===== config.mk =====
export PLATFORM = sky130hd
export DESIGN_NAME = imem_loader
export DESIGN_NICKNAME = d
export VERILOG_FILES = /design/src/rtl/imem_loader.sv
export SDC_FILE = /design/constraint.sdc
export NUM_CORES = 1
export LEC_CHECK = 0
export ABC_AREA = 1
export CORE_MARGIN = 1
export CORE_UTILIZATION = 56
export DETAILED_ROUTE_END_ITERATION = 10
export HOLD_SLACK_MARGIN = 0.06
export PLACE_DENSITY = 0.94
export RECOVER_POWER = 50
export SLEW_MARGIN = 40
export SYNTH_ARGS = -nofsm -noshare
export SYNTH_HDL_FRONTEND = slang
export SYNTH_SLANG_ARGS = --single-unit

===== constraint.sdc =====
create_clock -name clk -period 7.74 [get_ports clk]
set_clock_uncertainty 0.05 [all_clocks]
set_input_delay 1.548 -clock clk [delete_from_list [all_inputs] [get_ports clk]]
set_output_delay 1.548 -clock clk [all_outputs]
set_load 0.01 [all_outputs]

===== src/rtl/imem_loader.sv =====
// Purpose: assemble a little-endian byte stream into words and write them to instruction memory while holding the core.
// Latency: 4 byte-accept cycles + 1 write cycle per word; DONE is entered on the edge that ends the last write.
// Backpressure: byte_ready is high only while collecting bytes; it drops for the single write cycle and outside a load.
//
// Ports:
//   clk, areset                    clock and asynchronous active-high reset
//   start, len                     load request and word count (valid range 1..DEPTH), honoured only when idle or done
//   byte_valid, byte_data, byte_ready   byte stream handshake
//   mem_we, mem_addr, mem_wd       instruction-memory write port (address/data hold between writes)
//   core_hold, busy, done, err     processor hold, load in progress, load complete, sticky bad-length flag
//   checksum                       XOR of every word written in the current load
module imem_loader #(
  parameter int WIDTH = 32,
  parameter int DEPTH = 64
) (
  input  logic             clk,
  input  logic             areset,
  input  logic             start,
  input  logic [6:0]       len,
  input  logic             byte_valid,
  input  logic [7:0]       byte_data,
  output logic             byte_ready,
  output logic             mem_we,
  output logic [WIDTH-1:0] mem_addr,
  output logic [WIDTH-1:0] mem_wd,
  output logic             core_hold,
  output logic             busy,
  output logic             done,
  output logic             err,
  output logic [WIDTH-1:0] checksum
);

  // len is only 7 bits wide, so any DEPTH above 127 cannot be reached anyway.
  localparam int unsigned DMAX    = (DEPTH > 127) ? 127 : DEPTH;
  localparam logic [6:0]  LEN_MAX = 7'(DMAX);

  typedef enum logic [1:0] {IDLE, RECV, WRITE, DONE} state_t;

  state_t           state, state_nx;
  logic [6:0]       len_q;
  logic [6:0]       word_idx;
  logic [1:0]       byte_idx;
  logic [WIDTH-1:0] asm_word;
  logic [WIDTH-1:0] asm_nx;
  logic             len_ok;
  logic             start_ok;
  logic             start_bad;
  logic             accept;
  logic             last_word;

  // State register
  always_ff @(posedge clk or posedge areset) begin
    if (areset) state <= IDLE;
    else        state <= state_nx;
  end

  // Next state and status outputs
  always_comb begin
    len_ok     = (len != 7'd0) && (len <= LEN_MAX);
    start_ok   = start && len_ok && ((state == IDLE) || (state == DONE));
    start_bad  = start && !len_ok && ((state == IDLE) || (state == DONE));
    accept     = (state == RECV) && byte_valid;
    last_word  = (word_idx == (len_q - 7'd1));

    asm_nx = asm_word;
    asm_nx[{byte_idx, 3'b000} +: 8] = byte_data;

    state_nx   = state;
    byte_ready = 1'b0;
    mem_we     = 1'b0;
    busy       = 1'b0;
    done       = 1'b0;
    core_hold  = 1'b1;

    case (state)
      IDLE: begin
        if (start_ok) state_nx = RECV;
      end
      RECV: begin
        byte_ready = 1'b1;
        busy       = 1'b1;
        if (accept && (byte_idx == 2'd3)) state_nx = WRITE;
      end
      WRITE: begin
        mem_we   = 1'b1;
        busy     = 1'b1;
        state_nx = last_word ? DONE : RECV;
      end
      DONE: begin
        done      = 1'b1;
        core_hold = 1'b0;
        if (start_ok) state_nx = RECV;
      end
      default: state_nx = IDLE;
    endcase
  end

  // Datapath: indices, assembly word, write port registers, checksum, error flag.
  // mem_addr/mem_wd are loaded as the 4th byte is taken so they are valid during
  // the WRITE cycle and simply hold afterwards.
  always_ff @(posedge clk or posedge areset) begin
    if (areset) begin
      len_q    <= '0;
      word_idx <= '0;
      byte_idx <= '0;
      asm_word <= '0;
      mem_addr <= '0;
      mem_wd   <= '0;
      checksum <= '0;
      err      <= 1'b0;
    end else begin
      case (state)
        IDLE, DONE: begin
          if (start_ok) begin
            len_q    <= len;
            word_idx <= '0;
            byte_idx <= '0;
            checksum <= '0;
            err      <= 1'b0;
          end else if (start_bad) begin
            err <= 1'b1;
          end
        end
        RECV: begin
          if (accept) begin
            asm_word <= asm_nx;
            byte_idx <= byte_idx + 2'd1;
            if (byte_idx == 2'd3) begin
              mem_addr <= WIDTH'({word_idx, 2'b00});
              mem_wd   <= asm_nx;
            end
          end
        end
        WRITE: begin
          checksum <= checksum ^ mem_wd;
          // Stop at the last word so the index never points past the memory.
          if (!last_word) word_idx <= word_idx + 7'd1;
        end
        default: ;
      endcase
    end
  end

endmodule


==> metrics.cfg <==
[setup_path]
crit-reg2reg-launch = state[1]
crit_path_end_kind = flop
crit_fanout = 50
reg2regPathDepth = 8
r2r-end = mem_wd[23]
cp-start-kind = input pin
worst-r2r-setup-slack_ns = 4.00
arrival_ns = 4.98
cp_data_required_time_ns = 8.15
critPathKind = input pin to flop

[clocking]
cts_made_buffers = 17
cts_resized = 0
post_cts_buffers = 0
clk_latency_ns = 0.53
root_buffer = clkbuf_8
cts.sinks = 114
cts_tree = built
htree_levels = 4
clock_path_buffers = 2
clk_pin_slew_worst_paths_ns = 0.06
hold_buffers = 0

[hold_path]
hp-class = flop to flop
holdPathEnd = mem_addr[5]
holdPathStages = 2
min-delay-start = mem_addr[5]

[drt]
drt-initial-drc-count = 398
drcViolationCount = 0
antenna_left = 0
drt-vias-per-instance = 5.33
post_drt_wl_per_cell_um = 14.7
routed_wl_um = 14600
first_pass_iters = 7
vias = 5268

[place]
gp_congestion = 0.889
dpl_cell_area_um2 = 7010
io_buffers = 95
pre_cts_slack_ns = 3.46
post-dp-hpwl_um = 9430

[die]
core_um2 = 10500
dieArea_um2 = 11400
fp.dieH_um = 107
die_x_um = 107
ios = 121
row_count = 37
initial_core_util_pct = 58.7

[grt]
overflow = 0
grtUsageTotal_pct = 27.0
grt_pass1_wl_um = 23800
grt_max_degree = 75
antenna_found_initial = 0
grt_pass1_vias = 5091

[sta]
drv_slew = 42
fin_crit_ns = 4.57
setup_ws_ns = 3.17
worst_pin_slew_ns = 1.83
whs_ns = 0.448
setup_violations = 0
finalCritPeriodShare_pct = 59.0
fmax_ghz = 0.219
relSlewSlack_pct = -22.4
grt_setup_unrepaired = false
setup_tns_ns = 0
hold_viol_final = 0

[power_and_ir_drop]
peakVddDrop_mv = 0.220
power.leakage_nw = 3.61
power_density_nw_per_um2 = 345
totalPowerFinal_mw = 2.59

[run_status]
violations = max-capacitance violations, max-slew violations
status = finished with violations

[finish]
n_fill_cell = 746
areaGrowthSynthToFinish_pct = 22.5
layout.nets = 869
stdcell_area_um2 = 7530
antennaDiodeCount = 0
drive_gt1_share_pct = 17.7

[yosys]
synth-seq-cells = 114
synthCells = 752
yosys_warnings = 0
syn_area_per_cell_um2 = 8.17
yosysSeqAreaShare_pct = 46.4
synth_area_um2 = 6140
synthDistinctLibCells = 31

[flow_run]
cap_violations = 1

[stage by stage]
step,util [%],instances
floorplan,-,776
global placement,66.9,957
detailed placement,67.0,957
CTS,72.3,989
global route,71.9,989
finish,71.9,989
[how the worst max path moves through the flow]
stage,startpoint,end,slack [ns],cells after the start
2_1_floorplan,areset,asm_word[0],3.13,1
3_3_place_gp,byte_valid,state[1],3.59,9
3_5_place_dp,byte_valid,mem_wd[15],3.46,7
4_1_cts,byte_valid,mem_wd[23],3.92,7
5_1_grt,byte_valid,mem_wd[23],2.88,7
6_report,byte_valid,mem_wd[23],3.17,7
[power breakdown]
part / internal [mW] / switching [mW] / leakage (nW) / total [mW]
registers: 0.733 / 0.124 / 1.56 / 0.857
logic: 0.370 / 0.625 / 1.78 / 0.996
clock network: 0.434 / 0.306 / 0.268 / 0.740
[flip-flops by register name, indices dropped and copies added, names as in the netlist]
signal / count
asm_word: 24
mem_addr: 7
len_q: 7
byte_idx: 2
mem_wd: 32
state: 2
word_idx: 7
err: 1
checksum: 32
[critical path, cell delays in order]
cell	delay [ns]
dlygate4sd3_1	0.56
nand2_1	0.07
inv_1	0.94
nand2_1	0.84
inv_2	0.71
nand2_1	0.17
nand2_1	0.11
[area by class of cell]
type | instances | area, µm² | area share [%]
tap | 136 | 170 | 2.26
multi-input combinational | 544 | 2710 | 36.0
inverter | 65 | 253 | 3.36
clock inverter | 15 | 148 | 1.96
sequential | 114 | 2850 | 37.9
clock buffer | 17 | 414 | 5.50
timing repair buffer | 98 | 977 | 13.0
[routing by layer]
metal	wire length, µm	share of wire, %	global-route usage, %	vias to the layer above
li1	-	-	-	2517
met1	5800	40	32.6	2444
met2	7320	50	44.9	252
met3	907	6.2	6.14	55
met4	556	3.8	14.5	0
met5	0	0	0	-
[Yosys cell counts]
master / count / area share [%]
buf_12: 3 / 0.98
nand3_1: 55 / 4.5
ha_1: 10 / 2.0
inv_1: 57 / 3.5
nand2_1: 242 / 15
nand2_8: 1 / 0.33
nand2_2: 35 / 3.6
clkbuf_1: 10 / 0.61
inv_8: 1 / 0.18
buf_6: 3 / 0.55
nand2_4: 1 / 0.18
buf_1: 1 / 0.061
inv_2: 7 / 0.43
buf_4: 25 / 3.1
o22ai_1: 24 / 2.4
dfrtp_1: 114 / 46
or2_2: 32 / 3.3
a21oi_1: 6 / 0.49
o21ai_1: 10 / 0.81
conb_1: 1 / 0.061
nor2_1: 25 / 1.5
o21ai_2: 32 / 4.6
nor2_4: 2 / 0.37
xnor2_1: 1 / 0.14
o21ai_4: 1 / 0.26
xor2_1: 1 / 0.14
nor2_2: 5 / 0.51
nand3_4: 1 / 0.29
nand4_2: 2 / 0.41
o21ai_0: 33 / 2.7
buf_2: 11 / 0.90
[cell families (layout without fill, tap and decap cells)]
| group | count (synthesis) | count (layout) | synth area share (%) |
|---|---|---|---|
| xor gates and xnor gates | 2 | 2 | 0.285 |
| AOI/OAI and AO/OA | 106 | 106 | 11.3 |
| other | 1 | 25 | 0.0610 |
| DFF | 114 | 114 | 46.4 |
| adders and majority gates | 10 | 10 | 2.04 |
| buffers and inverters | 118 | 195 | 10.2 |
| and+or+nand+nor | 401 | 401 | 29.7 |
[placed cells by master (no fill, tap or decap), types with 6 or more instances in the layout]
cell | synthesis | layout
nand3_1 | 55 | 56
ha_1 | 10 | 10
dfrtp_1 | 114 | 114
o22ai_1 | 24 | 24
a21oi_1 | 6 | 6
nor2_1 | 25 | 25
clkbuf_16 | 0 | 16
inv_1 | 57 | 58
inv_6 | 0 | 6
o21ai_2 | 32 | 32
o21ai_0 | 33 | 41
or2_2 | 32 | 32
nand2_2 | 35 | 35
clkdlybuf4s50_1 | 0 | 92
nand2_1 | 242 | 243
conb_1 | 1 | 25
No activity file was read; power rests on OpenSTA's default activity.
